$ cat src/rtl/ppu_reg_if.sv
// ppu_reg_if: CPU<->PPU register file ($2000-$2007), loopy v/t/x/w scroll regs,
// PPUDATA read buffer, OAM/palette ports and VRAM req/ack with timeout. Option: PPU_OPEN_BUS_EN.
module ppu_reg_if #(
    parameter int unsigned VRAM_AW     = 14,
    parameter int unsigned OAM_AW      = 8,
    parameter int unsigned PAL_AW      = 5,
    parameter int unsigned ACK_TIMEOUT = 15
) (
    input  logic               clk,
    input  logic               reset_n,
    input  logic               cs_n,
    input  logic               we,
    input  logic [2:0]         reg_addr,
    input  logic [7:0]         cpu_din,
    output logic [7:0]         cpu_dout,
    output logic               cpu_ready,
    input  logic               vblank_set,
    input  logic               vblank_clr,
    input  logic               spr0_hit,
    input  logic               spr_overflow,
    output logic               nmi_n,
    output logic [7:0]         ctrl_reg,
    output logic [7:0]         mask_reg,
    output logic [14:0]        v_addr,
    output logic [14:0]        t_addr,
    output logic [2:0]         fine_x,
    output logic [VRAM_AW-1:0] vram_addr,
    output logic               vram_req,
    output logic               vram_we,
    output logic [7:0]         vram_wdata,
    input  logic [7:0]         vram_rdata,
    input  logic               vram_ack,
    output logic [PAL_AW-1:0]  pal_addr,
    output logic               pal_we,
    output logic [7:0]         pal_wdata,
    input  logic [7:0]         pal_rdata,
    output logic [OAM_AW-1:0]  oam_addr,
    output logic               oam_we,
    output logic [7:0]         oam_wdata,
    input  logic [7:0]         oam_rdata
);
    localparam int unsigned TW = (ACK_TIMEOUT > 1) ? $clog2(ACK_TIMEOUT) : 1;

    typedef enum logic {S_IDLE = 1'b0, S_BUSY = 1'b1} state_t;

    state_t              r_state, state_nxt;
    logic                r_cs_n_q;
    logic [7:0]          r_ctrl, ctrl_nxt, r_mask, mask_nxt;
    logic [14:0]         r_v, v_nxt, r_t, t_nxt;
    logic [2:0]          r_fine_x, fine_x_nxt;
    logic                r_w, w_nxt, r_vblank, vblank_nxt, r_nmi_n, nmi_n_nxt;
    logic [7:0]          r_read_buf, read_buf_nxt, r_dout, dout_nxt;
    logic                r_ready, ready_nxt;
    logic [OAM_AW-1:0]   r_oam_addr, oam_addr_nxt;
    logic                r_oam_we, oam_we_nxt, r_oam_inc, oam_inc_nxt;
    logic [7:0]          r_oam_wdata, oam_wdata_nxt;
    logic                r_pal_we, pal_we_nxt, r_pal_inc, pal_inc_nxt;
    logic [7:0]          r_pal_wdata, pal_wdata_nxt;
    logic [VRAM_AW-1:0]  r_vram_addr, vram_addr_nxt;
    logic                r_req, req_nxt, r_vram_we, vram_we_nxt;
    logic [7:0]          r_vram_wdata, vram_wdata_nxt;
    logic [TW-1:0]       r_tmo, tmo_nxt;

    logic                w_strobe, w_is_pal, w_status_rd, w_busy_done;
    logic [14:0]         w_v_step;
    logic [4:0]          w_low5;
    logic [7:0]          w_wo_data;

`ifdef PPU_OPEN_BUS_EN
    logic [7:0]          r_io_latch, io_latch_nxt;
    assign w_low5    = r_io_latch[4:0];
    assign w_wo_data = r_io_latch;
`else
    assign w_low5    = 5'b0;
    assign w_wo_data = 8'h00;
`endif

    assign w_strobe    = r_cs_n_q & ~cs_n & (r_state == S_IDLE);
    assign w_is_pal    = (r_v[13:8] == 6'h3F);
    assign w_status_rd = w_strobe & ~we & (reg_addr == 3'd2);
    assign w_v_step    = r_ctrl[2] ? 15'd32 : 15'd1;
    assign w_busy_done = vram_ack | (r_tmo == TW'(ACK_TIMEOUT - 1));

    // State register
    always_ff @(posedge clk or negedge reset_n) begin
        if (!reset_n) r_state <= S_IDLE;
        else          r_state <= state_nxt;
    end

    // Next-state and register-file update
    always_comb begin
        state_nxt      = r_state;
        ctrl_nxt       = r_ctrl;
        mask_nxt       = r_mask;
        v_nxt          = r_v;
        t_nxt          = r_t;
        fine_x_nxt     = r_fine_x;
        w_nxt          = r_w;
        read_buf_nxt   = r_read_buf;
        dout_nxt       = r_dout;
        ready_nxt      = r_ready;
        oam_addr_nxt   = r_oam_addr;
        oam_we_nxt     = 1'b0;
        oam_inc_nxt    = 1'b0;
        oam_wdata_nxt  = r_oam_wdata;
        pal_we_nxt     = 1'b0;
        pal_inc_nxt    = 1'b0;
        pal_wdata_nxt  = r_pal_wdata;
        vram_addr_nxt  = r_vram_addr;
        req_nxt        = r_req;
        vram_we_nxt    = r_vram_we;
        vram_wdata_nxt = r_vram_wdata;
        tmo_nxt        = r_tmo;
`ifdef PPU_OPEN_BUS_EN
        io_latch_nxt   = r_io_latch;
`endif
        // Deferred increments land the cycle after the pulse
        if (r_oam_inc) oam_addr_nxt = r_oam_addr + OAM_AW'(1);
        if (r_pal_inc) v_nxt = r_v + w_v_step;

        case (r_state)
            S_IDLE: begin
                if (w_strobe && we) begin
`ifdef PPU_OPEN_BUS_EN
                    io_latch_nxt = cpu_din;
`endif
                    case (reg_addr)
                        3'd0: begin
                            ctrl_nxt      = cpu_din;
                            t_nxt[11:10]  = cpu_din[1:0];
                        end
                        3'd1: mask_nxt = cpu_din;
                        3'd3: oam_addr_nxt = OAM_AW'(cpu_din);
                        3'd4: begin
                            oam_we_nxt    = 1'b1;
                            oam_wdata_nxt = cpu_din;
                            oam_inc_nxt   = 1'b1;
                        end
                        3'd5: begin
                            if (!r_w) begin
                                t_nxt[4:0] = cpu_din[7:3];
                                fine_x_nxt = cpu_din[2:0];
                            end else begin
                                t_nxt[14:12] = cpu_din[2:0];
                                t_nxt[9:5]   = cpu_din[7:3];
                            end
                            w_nxt = ~r_w;
                        end
                        3'd6: begin
                            if (!r_w) begin
                                t_nxt[13:8] = cpu_din[5:0];
                                t_nxt[14]   = 1'b0;
                            end else begin
                                t_nxt[7:0] = cpu_din;
                                v_nxt      = {r_t[14:8], cpu_din};
                            end
                            w_nxt = ~r_w;
                        end
                        3'd7: begin
                            if (w_is_pal) begin
                                pal_we_nxt    = 1'b1;
                                pal_wdata_nxt = cpu_din;
                                pal_inc_nxt   = 1'b1;
                            end else begin
                                state_nxt      = S_BUSY;
                                vram_addr_nxt  = VRAM_AW'(r_v);
                                vram_we_nxt    = 1'b1;
                                vram_wdata_nxt = cpu_din;
                                req_nxt        = 1'b1;
                                ready_nxt      = 1'b0;
                                tmo_nxt        = '0;
                            end
                        end
                        default: ;
                    endcase
                end else if (w_strobe) begin
                    case (reg_addr)
                        3'd2: begin
                            dout_nxt = {r_vblank, spr0_hit, spr_overflow, w_low5};
                            w_nxt    = 1'b0;
                        end
                        3'd4: dout_nxt = oam_rdata;
                        3'd7: begin
                            // Palette reads are immediate; the buffer refills from the mirrored nametable
                            dout_nxt      = w_is_pal ? pal_rdata : r_read_buf;
                            vram_addr_nxt = w_is_pal ? VRAM_AW'(r_v & 15'h2FFF) : VRAM_AW'(r_v);
                            state_nxt     = S_BUSY;
                            vram_we_nxt   = 1'b0;
                            req_nxt       = 1'b1;
                            ready_nxt     = 1'b0;
                            tmo_nxt       = '0;
                        end
                        default: dout_nxt = w_wo_data;
                    endcase
                end
            end
            S_BUSY: begin
                if (w_busy_done) begin
                    state_nxt   = S_IDLE;
                    req_nxt     = 1'b0;
                    ready_nxt   = 1'b1;
                    vram_we_nxt = 1'b0;
                    v_nxt       = r_v + w_v_step;
                    if (!r_vram_we) read_buf_nxt = vram_ack ? vram_rdata : 8'hFF;
                end else begin
                    tmo_nxt = r_tmo + TW'(1);
                end
            end
            default: state_nxt = S_IDLE;
        endcase

        if (vblank_clr)       vblank_nxt = 1'b0;
        else if (w_status_rd) vblank_nxt = 1'b0;
        else if (vblank_set)  vblank_nxt = 1'b1;
        else                  vblank_nxt = r_vblank;

        nmi_n_nxt = ~(ctrl_nxt[7] & vblank_nxt);
    end

    // Register file
    always_ff @(posedge clk or negedge reset_n) begin
        if (!reset_n) begin
            r_cs_n_q     <= 1'b1;
            r_ctrl       <= '0;
            r_mask       <= '0;
            r_v          <= '0;
            r_t          <= '0;
            r_fine_x     <= '0;
            r_w          <= 1'b0;
            r_vblank     <= 1'b0;
            r_nmi_n      <= 1'b1;
            r_read_buf   <= '0;
            r_dout       <= '0;
            r_ready      <= 1'b1;
            r_oam_addr   <= '0;
            r_oam_we     <= 1'b0;
            r_oam_inc    <= 1'b0;
            r_oam_wdata  <= '0;
            r_pal_we     <= 1'b0;
            r_pal_inc    <= 1'b0;
            r_pal_wdata  <= '0;
            r_vram_addr  <= '0;
            r_req        <= 1'b0;
            r_vram_we    <= 1'b0;
            r_vram_wdata <= '0;
            r_tmo        <= '0;
`ifdef PPU_OPEN_BUS_EN
            r_io_latch   <= '0;
`endif
        end else begin
            r_cs_n_q     <= cs_n;
            r_ctrl       <= ctrl_nxt;
            r_mask       <= mask_nxt;
            r_v          <= v_nxt;
            r_t          <= t_nxt;
            r_fine_x     <= fine_x_nxt;
            r_w          <= w_nxt;
            r_vblank     <= vblank_nxt;
            r_nmi_n      <= nmi_n_nxt;
            r_read_buf   <= read_buf_nxt;
            r_dout       <= dout_nxt;
            r_ready      <= ready_nxt;
            r_oam_addr   <= oam_addr_nxt;
            r_oam_we     <= oam_we_nxt;
            r_oam_inc    <= oam_inc_nxt;
            r_oam_wdata  <= oam_wdata_nxt;
            r_pal_we     <= pal_we_nxt;
            r_pal_inc    <= pal_inc_nxt;
            r_pal_wdata  <= pal_wdata_nxt;
            r_vram_addr  <= vram_addr_nxt;
            r_req        <= req_nxt;
            r_vram_we    <= vram_we_nxt;
            r_vram_wdata <= vram_wdata_nxt;
            r_tmo        <= tmo_nxt;
`ifdef PPU_OPEN_BUS_EN
            r_io_latch   <= io_latch_nxt;
`endif
        end
    end

    assign cpu_dout   = r_dout;
    assign cpu_ready  = r_ready;
    assign nmi_n      = r_nmi_n;
    assign ctrl_reg   = r_ctrl;
    assign mask_reg   = r_mask;
    assign v_addr     = r_v;
    assign t_addr     = r_t;
    assign fine_x     = r_fine_x;
    assign vram_addr  = r_vram_addr;
    assign vram_req   = r_req;
    assign vram_we    = r_vram_we;
    assign vram_wdata = r_vram_wdata;
    assign pal_addr   = r_v[PAL_AW-1:0];
    assign pal_we     = r_pal_we;
    assign pal_wdata  = r_pal_wdata;
    assign oam_addr   = r_oam_addr;
    assign oam_we     = r_oam_we;
    assign oam_wdata  = r_oam_wdata;

endmodule

$ cat config.mk
export PLATFORM = sky130hd
export DESIGN_NAME = ppu_reg_if
export DESIGN_NICKNAME = d
export VERILOG_FILES = /design/src/rtl/ppu_reg_if.sv
export SDC_FILE = /design/constraint.sdc
export NUM_CORES = 1
export LEC_CHECK = 0
export CAP_MARGIN = 20
export CORE_AREA = 2 2 120 122
export CTS_BUF_LIST = sky130_fd_sc_hd__clkbuf_16
export DETAILED_ROUTE_END_ITERATION = 8
export DIE_AREA = 0 0 122 124
export DONT_BUFFER_PORTS = 1
export REMOVE_ABC_BUFFERS = 1
export SYNTH_ARGS = -nofsm -noshare
export SYNTH_HDL_FRONTEND = slang
export SYNTH_SLANG_ARGS = --single-unit
$ cat constraint.sdc
create_clock -name clk -period 2 [get_ports clk]
set_clock_uncertainty 0.1 [all_clocks]
set_input_delay 0.5 -clock clk [delete_from_list [all_inputs] [get_ports clk]]
set_output_delay 0.5 -clock clk [all_outputs]
set_load 0.03 [all_outputs]
==> results of run 1 <==
## routing by layer
metal	share of wire (%)	vias up	track usage, %
li1	-	2225	-
met1	40	2380	27.8
met2	50	157	36.0
met3	7.7	23	7.51
met4	1.6	0	9.41
met5	0	-	0
## through the flow
step                      area, um^2  power (mW)  TNS (ns)  worst slack [ns]
after global placement          6600        7.05    -0.832           -0.0938
after CTS                       7290        10.2   -0.0241           -0.0139
final                           7410        10.3   -0.0614           -0.0272
after global routing            7410        10.7    -0.333           -0.0752
after floorplan                 5860        6.22    -30.37            -0.775
after detailed placement        6600        7.14     -2.20            -0.157
## worst max-delay path: cells and delay by family, from the launching register on
family                   cells  cell delay (ns)
AO/OA/AOI/OAI                2             0.45
XOR/XNOR                     1             0.14
AND/OR/NAND/NOR              2             0.24
flip-flops                   1             0.38
buffers and inverters        2             0.27
adder cells (fa/ha/maj)      2             0.32
## placed cells by master (no fill, tap or decap), types with 4 or more instances in the layout
cell type | Yosys | layout
nor3_1 | 9 | 7
a22o_1 | 4 | 4
clkbuf_16 | 0 | 17
inv_1 | 21 | 21
o21ai_0 | 58 | 52
a211o_1 | 5 | 5
o22ai_1 | 7 | 6
nor2_1 | 43 | 40
dfrtp_1 | 122 | 122
nand2b_1 | 4 | 4
a21oi_1 | 26 | 25
a31oi_1 | 12 | 11
clkinvlp_4 | 0 | 4
o21ai_1 | 2 | 8
ha_4 | 0 | 4
buf_4 | 6 | 62
xnor2_1 | 12 | 12
nand2_1 | 74 | 74
mux2i_1 | 17 | 17
nand3_1 | 17 | 16
nand4_1 | 13 | 13
mux2_2 | 37 | 37
xor2_1 | 13 | 13
buf_6 | 1 | 5
a22oi_1 | 6 | 6
a2bb2oi_1 | 5 | 5
## cell type report
cell class | count | area, um^2
Inverter | 21 | 78.8
Sequential cell | 125 | 3130
Clock inverter | 15 | 133
Multi-Input combinational cell | 416 | 2830
Tap cell | 180 | 225
Clock buffer | 17 | 425
Timing Repair Buffer | 71 | 592
Fill cell | 1252 | 6310
## how the worst max path moves through the flow
stage                               to  depth (start not counted)
after detailed placement    v_addr[14]                          9
after global routing        v_addr[10]                         10
after floorplan           vram_addr[4]                          4
after global placement      v_addr[10]                         10
final                       v_addr[10]                          9
after CTS                   v_addr[10]                          9
## kinds of logic (layout without fill, tap and decap cells)
kind of cell	after synthesis	count (layout)	synth area share, %
xor gates and xnor gates	25	25	3.61
and+or+nand+nor	185	186	14.5
DFF	125	125	51.6
AOI/OAI and AO/OA	145	145	14.6
adders and majority gates	6	6	1.24
muxes	54	54	9.66
buffers and inverters	66	124	4.84
## what timing repair did
item,in CTS,in global routing
hold endpoints to repair,126,125
gates resized for setup,20,25
buffers inserted,0,4
setup endpoints to repair,28,52
gates cloned,1,1
pin swaps,3,14
## power breakdown
part           total [mW]  internal, mW  switching (mW)
Clock                2.91          1.80            1.11
Combinational        2.70          1.20            1.50
Sequential           4.64          3.17            1.47
Total                10.3          6.17            4.08
==> metrics.yaml, run 1 <==
status:
  status: "finished, violations left"
  violations: "hold timing, setup timing"
final_layout:
  syn2layout_area_growth_pct: 22.0
  final_util_pct: 54.0
  layout.nets: 702
  drive_above_1_share_pct: 25.7
  antenna_cells: 0
  fin_cells: 845
sta:
  setup_slack_ns: -0.0272
  max_freq_ghz: 0.493
  whs_ns: -0.320
  hold_violations: 125
  setup_viol: 3
  fin_crit_sh_pct: 101
  slew_viol_final: 0
  fin_crit_ns: 2.03
  maxSlewHeadroom_pct: 54.9
  worstMarginPinSlew_ns: 0.671
  rsz0062_at_grt: "yes"
global_routing:
  grt-ovfl-total: 0
  grt_first_pass_wirelength_um: 25600
  grt_pass1_vias: 4697
  antenna_found_initial: 0
  grt_max_degree: 126
  grt_usage_pct: 22.4
setup_path:
  cp_slowest_stage_delay_ns: 0.38
  reg2reg_from: "ctrl_reg[2]"
  cpMostUsedCell: "ha_4"
  crit_slowest_cell: "dfrtp_1"
  reg2reg_depth: 9
  startpoint: "ctrl_reg[2]"
  crit_type: "flip-flop to flip-flop"
  required_ns: 2.19
  reg2reg_slack_ns: -0.03
  end_kind: "flip-flop"
  crit_fanout: 6
  r2r_end: "v_addr[10]"
  cp_cell_sequence: "inv_2 -> ha_4 -> ha_4 -> and3_1 -> a31oi_1 -> buf_4 -> nor3_2 -> xor2_1 -> a211o_1"
  startpoint_type: "flip-flop"
  cp.arrival_ns: 2.22
drt:
  wirelength_um: 16700
  wl_per_cell_um: 19.8
  detail-route-antenna-nets: 0
  vias_per_cell: 5.66
  via_count: 4785
  drc_errors: 0
  drt_pass1_iterations: 4
  drt_iter0_markers: 416
yosys:
  syn_inst: 606
  synth_edf_count: 0
  yosys_warnings: 0
  synth.area.top_cells: "dfrtp_1, mux2_2, o21ai_0"
  async_flop_share_pct: 100
  ys_ff_latch: 125
  yosysTopAreaCellShare_pct: 50.3
  synth_area_leader_cell: "dfrtp_1"
  synth_flop_cell: "dfrtp_1"
  ys_seq_area_share_pct: 51.6
  avgSynthCellArea_um2: 10.0
  synth_common_cells: "dfrtp_1, nand2_1, o21ai_0"
  synthMostInstantiatedCell: "dfrtp_1"
  syn_area_um2: 6070
  ys_types: 55
power:
  ir_drop_mv: 0.506
  p_per_area_nw_per_um2: 1380
  p_leak_nw: 3.29
placement:
  dp_hpwl_um: 11700
  portBuffers: 0
  dpl.cell_count: 806
  globalplace.congestion: 0.899
clock_tree:
  clockBufferDepth: 2
  clk_latency_ns: 0.42
  cts_tree: "built"
  cts_root_buf: "clkbuf_16"
  cts_buffers: 17
  hold_buffers: 1
  path_clk_slew_ns: 0.06
  cts_num_sinks: 125
  h-tree-depth: 4
floorplanning:
  die_h_um: 124
  die_x_um: 122
  start_util_pct: 44.3
  rows: 43
  core_um2: 13700
  dieArea_um2: 15100
  ioPinCount: 158
job:
  cap_violations: 0
worst_hold_path:
  hold_class: "input pin to asynchronous set/reset pin"
(Power assumes the default switching activity.)
==> run 2: changes to the inputs <==
==> constraint.sdc (replaced) <==
create_clock -name clk -period 2 [get_ports clk]
set_clock_uncertainty 0.1 [all_clocks]
set_input_delay 0.3 -clock clk [delete_from_list [all_inputs] [get_ports clk]]
set_output_delay 0.3 -clock clk [all_outputs]
set_load 0.03 [all_outputs]
==> metrics.yaml, run 2 (synthesized netlist as in run 1, its figures left out) <==
placement:
  portBuffers: 0  # unchanged
  dpl_cell_area_um2: 6540  # -0.83%
  dpl.cell_count: 802  # -0.50%
  dp_hpwl_um: 11900  # +1.3%
  globalplace.congestion: 0.839  # -6.7%
clock_tree:
  cts_num_sinks: 125  # unchanged
  cts_tree: "built"
  clk_latency_ns: 0.42  # about the same
  path_clk_slew_ns: 0.05  # about the same
  hold_buffers: 26  # +25
  clockBufferDepth: 2  # unchanged
  h-tree-depth: 4  # unchanged
  cts_buffers: 17  # unchanged
  cts_root_buf: "clkbuf_16"
global_routing:
  grt_usage_pct: 23.6  # +1.2 points
  grt_max_degree: 126  # unchanged
  grt_pass1_vias: 4911  # +4.6%
  gr-usage-met1_pct: 29.2  # +1.4 points
  antenna_found_initial: 0  # unchanged
  grt_use_met2_pct: 38.4  # +2.4 points
  met3_usage_pct: 8.47  # +0.96 points
  busiest_layer: "met2"
  grt-ovfl-total: 0  # unchanged
  grt_first_pass_wirelength_um: 26700  # +4.2%
drt:
  wl_per_cell_um: 20.4  # +3.1%
  vias_per_cell: 5.73  # +1.2%
  wirelength_um: 17700  # +5.9%
  drt_iter0_markers: 475  # +14%
  drc_errors: 0  # unchanged
  detail-route-antenna-nets: 0  # unchanged
  via_count: 4975  # +4.0%
  drt_pass1_iterations: 5  # +1
final_layout:
  layout_common_cells: "dfrtp_1, nand2_1, buf_4"
  fin_cells: 868  # +2.7%
  syn2layout_area_growth_pct: 26.5
  layout.nets: 726  # +3.4%
  drive_above_1_share_pct: 25.3  # -0.42 points
  final_common_cell: "dfrtp_1"
  antenna_cells: 0  # unchanged
  fin_area_um2: 7680  # +3.7%
setup_path:
  cp.arrival_ns: 2.24  # +0.02 ns
  critPathBufInv: 1  # -1
  crit_type: "flip-flop to flip-flop"
  crit_fanout: 7  # +1
  cp_cell_sequence: "inv_1 -> ha_2 -> a311o_1 -> nand3_4 -> nor3_2 -> xor2_1 -> a211o_1"
  critPathTopFamily: "compound AO/OA/AOI/OAI gates"
  end_kind: "flip-flop"
  startpoint_type: "flip-flop"
  cp_slowest_stage_delay_ns: 0.38  # about the same
  crit_slowest_cell: "dfrtp_1"
  required_ns: 2.21  # +0.02 ns
sta:
  whs_ns: -0.526  # -0.207 ns
  maxSlewHeadroom_pct: 59.5  # +4.6 points
  hold_violations: 126  # +0.80%
  setup_viol: 2  # -1
  max_freq_ghz: 0.493  # about the same
  rsz0062_at_grt: "yes"
  slew_viol_final: 0  # unchanged
  setup_slack_ns: -0.0285  # -0.00132 ns
  fin_crit_ns: 2.03  # +0.00132 ns
  fin_crit_sh_pct: 101  # about the same
  worstMarginPinSlew_ns: 0.603  # -0.0685 ns
floorplanning:
  dieArea_um2: 15100  # unchanged
  ioPinCount: 158  # unchanged
  die_h_um: 124  # unchanged
  start_util_pct: 44.3  # unchanged
  die_x_um: 122  # unchanged
  rows: 43  # unchanged
  core_um2: 13700  # unchanged
status:
  violations: "hold timing, setup timing"
  status: "finished, violations left"
power:
  p_leak_nw: 3.40  # +3.3%
  ir_drop_mv: 0.617  # +22%
  total_power_mw: 10.3  # +0.74%
  p_per_area_nw_per_um2: 1340  # -2.8%
job:
  cap_violations: 0  # unchanged
worst_hold_path:
  hold_class: "input pin to asynchronous set/reset pin"
[run 2: cell types whose count changed in the layout (fill, tap and decap cells not counted), moves of 3 or more]
cell	previous run	this run
inv_1	21	25
buf_6	5	8
nor2_2	3	0
buf_12	3	0
dlygate4sd3_1	1	26
[run 2: where the power goes]
| part | internal, mW | switching, mW |
|---|---|---|
| Clock | 1.78 | 1.08 |
| Sequential | 3.17 | 1.48 |
| Combinational | 1.25 | 1.56 |
[run 2: final timing paths]
check	from	endpoint	slack, ns	depth (start not counted)
setup / recovery	r_tmo[0]	v_addr[12]	-0.03	7
hold / removal	reset_n	vram_addr[8]	-0.53	0
setup reg to reg	r_tmo[0]	v_addr[12]	-0.03	7
hold reg to reg	r_read_buf[7]	r_read_buf[7]	0.46	2
max in group asynchronous	reset_n	nmi_n	2.05	0
min in group clk	we	r_tmo[2]	0	2
[run 2: final cells by class]
| cell class | instances | area (um^2) |
|---|---|---|
| Sequential cell | 125 | 3130 |
| Clock buffer | 17 | 425 |
| Tap cell | 180 | 225 |
| Multi-Input combinational cell | 416 | 2900 |
| Inverter | 21 | 78.8 |
| Fill cell | 1176 | 6030 |
| Clock inverter | 14 | 115 |
| Timing Repair Buffer | 95 | 808 |
[run 2: repair_timing]
action,in CTS,in global routing
cloned,0,1
setup buffers,2,6
hold endpoints to repair,185,125
gates resized for setup,19,37
pin swaps,1,17
setup endpoints to repair,37,41
[run 2: per-layer routing]
layer / part of all wire (%) / up-vias / wire length (um)
met5: 0 / - / 0
met4: 2.1 / 0 / 379
met3: 7.3 / 37 / 1290
met2: 50 / 186 / 8790
met1: 41 / 2472 / 7270
li1: - / 2280 / -
[run 2: metrics by stage]
stage               util (%)  setup WS [ns]  TNS, ns
floorplan                  -         -0.775   -30.37
global placement        47.7        -0.0772   -0.345
detailed placement      47.7         -0.126    -1.80
CTS                     54.4        -0.0421  -0.0642
global route            56.0         -0.124   -0.391
finish                  56.0        -0.0285  -0.0299
==> run 3: changes to the inputs <==
--- a/config.mk
+++ b/config.mk
@@ -6,11 +6,11 @@
 export NUM_CORES = 1
 export LEC_CHECK = 0
 export CAP_MARGIN = 20
-export CORE_AREA = 2 2 120 122
+export CORE_AREA = 2 2 121 123
 export CTS_BUF_LIST = sky130_fd_sc_hd__clkbuf_16
 export DETAILED_ROUTE_END_ITERATION = 8
-export DIE_AREA = 0 0 122 124
-export DONT_BUFFER_PORTS = 1
+export DIE_AREA = 0 0 123 125
+export PLACE_DENSITY = 0.75
 export REMOVE_ABC_BUFFERS = 1
 export SYNTH_ARGS = -nofsm -noshare
 export SYNTH_HDL_FRONTEND = slang
==> metrics.yaml, run 3 (synthesized netlist as in run 1, its figures left out) <==
power:
  pwr-share-seq_pct: 31.9  # -13 points
  ir_drop_mv: 0.783  # +27%
  p_per_area_nw_per_um2: 1270  # -5.7%
  p_comb_share_pct: 41.7  # +14 points
  p_leak_nw: 4.18  # +23%
  pwr-share-clk_pct: 26.4  # -1.3 points
  p_switching_mw: 4.51  # +9.6%
  internal_power_mw: 7.32  # +18%
  p_sw_share_pct: 38.1  # -1.8 points
final_layout:
  nFillCells: 1117  # -5.0%
  final_common_cell: "clkdlybuf4s50_1"
  layout.nets: 889  # +22%
  fin_area_um2: 9340  # +22%
  syn2layout_area_growth_pct: 53.9
  drive_above_1_share_pct: 25.2  # -0.056 points
  layout_common_cells: "clkdlybuf4s50_1, dfrtp_1, buf_4"
  antenna_cells: 0  # unchanged
  final_util_pct: 65.8  # +9.8 points
status:
  violations: "setup timing"
  status: "finished, violations left"
placement:
  dp_hpwl_um: 13700  # +15%
  portBuffers: 157  # +157
  globalplace.congestion: 0.874  # +4.2%
  dpl_cell_area_um2: 8420  # +29%
clock_tree:
  cts_buffers: 17  # unchanged
  path_clk_slew_ns: 0.06  # about the same
  cts_num_sinks: 125  # unchanged
  cts_root_buf: "clkbuf_16"
  clockBufferDepth: 2  # unchanged
  cts_tree: "built"
  clk_latency_ns: 0.42  # about the same
  h-tree-depth: 4  # unchanged
setup_path:
  crit_slowest_cell: "dfrtp_1"
  cp_cell_sequence: "inv_2 -> ha_4 -> buf_6 -> and4_4 -> a31oi_4 -> or3_4 -> xnor2_1 -> a211oi_2"
  cp_slowest_stage_delay_ns: 0.41  # +0.03 ns
  critPathTopFamily: "simple AND/OR/NAND/NOR gates"
  cp.arrival_ns: 2.32  # +0.08 ns
  startpoint_type: "flip-flop"
  critPathBufInv: 2  # +1
  required_ns: 2.21  # about the same
  crit_fanout: 4  # -3
  end_kind: "flip-flop"
  crit_type: "flip-flop to flip-flop"
  reg2reg_slack_ns: -0.10  # -0.07 ns
global_routing:
  grt_usage_pct: 25.1  # +1.5 points
  grt-ovfl-total: 0  # unchanged
  grt_max_degree: 40  # -68%
  antenna_found_initial: 0  # unchanged
  grt_pass1_vias: 5688  # +16%
  grt_first_pass_wirelength_um: 29700  # +11%
drt:
  drt_iter0_markers: 453  # -4.6%
  drt_pass1_iterations: 6  # +1
  vias_per_cell: 5.46  # -4.7%
  wl_per_cell_um: 18.5  # -9.5%
  via_count: 5657  # +14%
  drc_errors: 0  # unchanged
  wirelength_um: 19100  # +8.1%
  detail-route-antenna-nets: 0  # unchanged
sta:
  fin_setup_tns_ns: -0.259  # -0.229 ns
  hold_violations: 0  # -100%
  maxSlewHeadroom_pct: 59.5  # -0.064 points
  fin_crit_ns: 2.10  # +0.0719 ns
  max_freq_ghz: 0.476  # -3.4%
  whs_ns: 0.238  # +0.764 ns
  fin_crit_sh_pct: 105  # +3.6 points
  rsz0062_at_grt: "yes"
  setup_viol: 7  # +5
  worstMarginPinSlew_ns: 0.606  # +0.00310 ns
  slew_viol_final: 0  # unchanged
  setup_slack_ns: -0.100  # -0.0719 ns
floorplanning:
  rows: 44  # +2.3%
  ioPinCount: 158  # unchanged
  die_h_um: 125  # +0.81%
  start_util_pct: 42.8  # -1.5 points
  core_um2: 14200  # +3.5%
  dieArea_um2: 15400  # +1.6%
  die_x_um: 123  # +0.82%
job:
  cap_violations: 0  # unchanged
worst_hold_path:
  hold_class: "input pin to asynchronous set/reset pin"
[run 3: cell count changes in the layout (fill, tap and decap cells not counted), moves of 3 or more]
cell	change
o21ai_0	-3
inv_1	-5
dlygate4sd3_1	-25
buf_4	+26
inv_6	+3
buf_12	+5
dlymetal6s2s_1	+6
dlygate4sd2_1	+22
clkdlybuf4s50_1	+128
[run 3: worst paths after layout]
check                                 to  cells after the start           from
setup / recovery              v_addr[11]                      8    ctrl_reg[2]
hold / removal                 v_addr[9]                      2        reset_n
setup reg to reg              v_addr[11]                      8    ctrl_reg[2]
hold reg to reg                t_addr[4]                      2      t_addr[4]
max in group asynchronous       r_cs_n_q                      3        reset_n
min in group clk           r_read_buf[0]                      3  vram_rdata[0]
[run 3: stage by stage]
step	instances	total power [mW]	worst slack, ns
after floorplan	561	6.22	-0.775
after global placement	995	8.32	-0.295
after detailed placement	995	8.49	-0.471
after CTS	1031	11.7	-0.131
after global routing	1036	12.4	-0.155
final	1036	11.8	-0.100
[run 3: worst register-to-register path, cell delays in order (launching register included)]
cell and delay [ns]:
dfrtp_1 0.41, inv_2 0.09, ha_4 0.16, buf_6 0.09, and4_4 0.23, a31oi_4 0.13
or3_4 0.41, xnor2_1 0.15, a211oi_2 0.23
[run 3: area by class of cell]
| cell class | instances | area, um^2 | share of cell area [%] |
|---|---|---|---|
| inverter | 21 | 78.8 | 0.844 |
| timing repair buffer | 258 | 2400 | 25.7 |
| tap | 184 | 230 | 2.46 |
| multi-input combinational | 416 | 2910 | 31.1 |
| clock buffer | 17 | 425 | 4.55 |
| clock inverter | 15 | 168 | 1.79 |
| sequential | 125 | 3130 | 33.5 |
[run 3: what timing repair did]
action / CTS / global route
hold buffers: 1 / 0
pin swaps: 8 / 17
hold endpoints to repair: 65 / 0
buffers inserted: 2 / 3
setup endpoints to repair: 44 / 71
resized for setup: 50 / 40
cloned: 1 / 2
[run 3: power groups by stage]
stage,Sequential [mW],Combinational (mW),Clock [mW]
detailed placement,3.76,4.73,0
global route,3.85,5.25,3.27
finish,3.77,4.94,3.13
floorplan,4.90,1.31,0
global placement,3.72,4.60,0
CTS,3.74,4.77,3.15
[run 3: layer usage]
layer	wire [um]	track usage, %
met5	0	0
met4	456	9.22
met3	1220	7.16
met2	9560	40.6
met1	7910	32.0
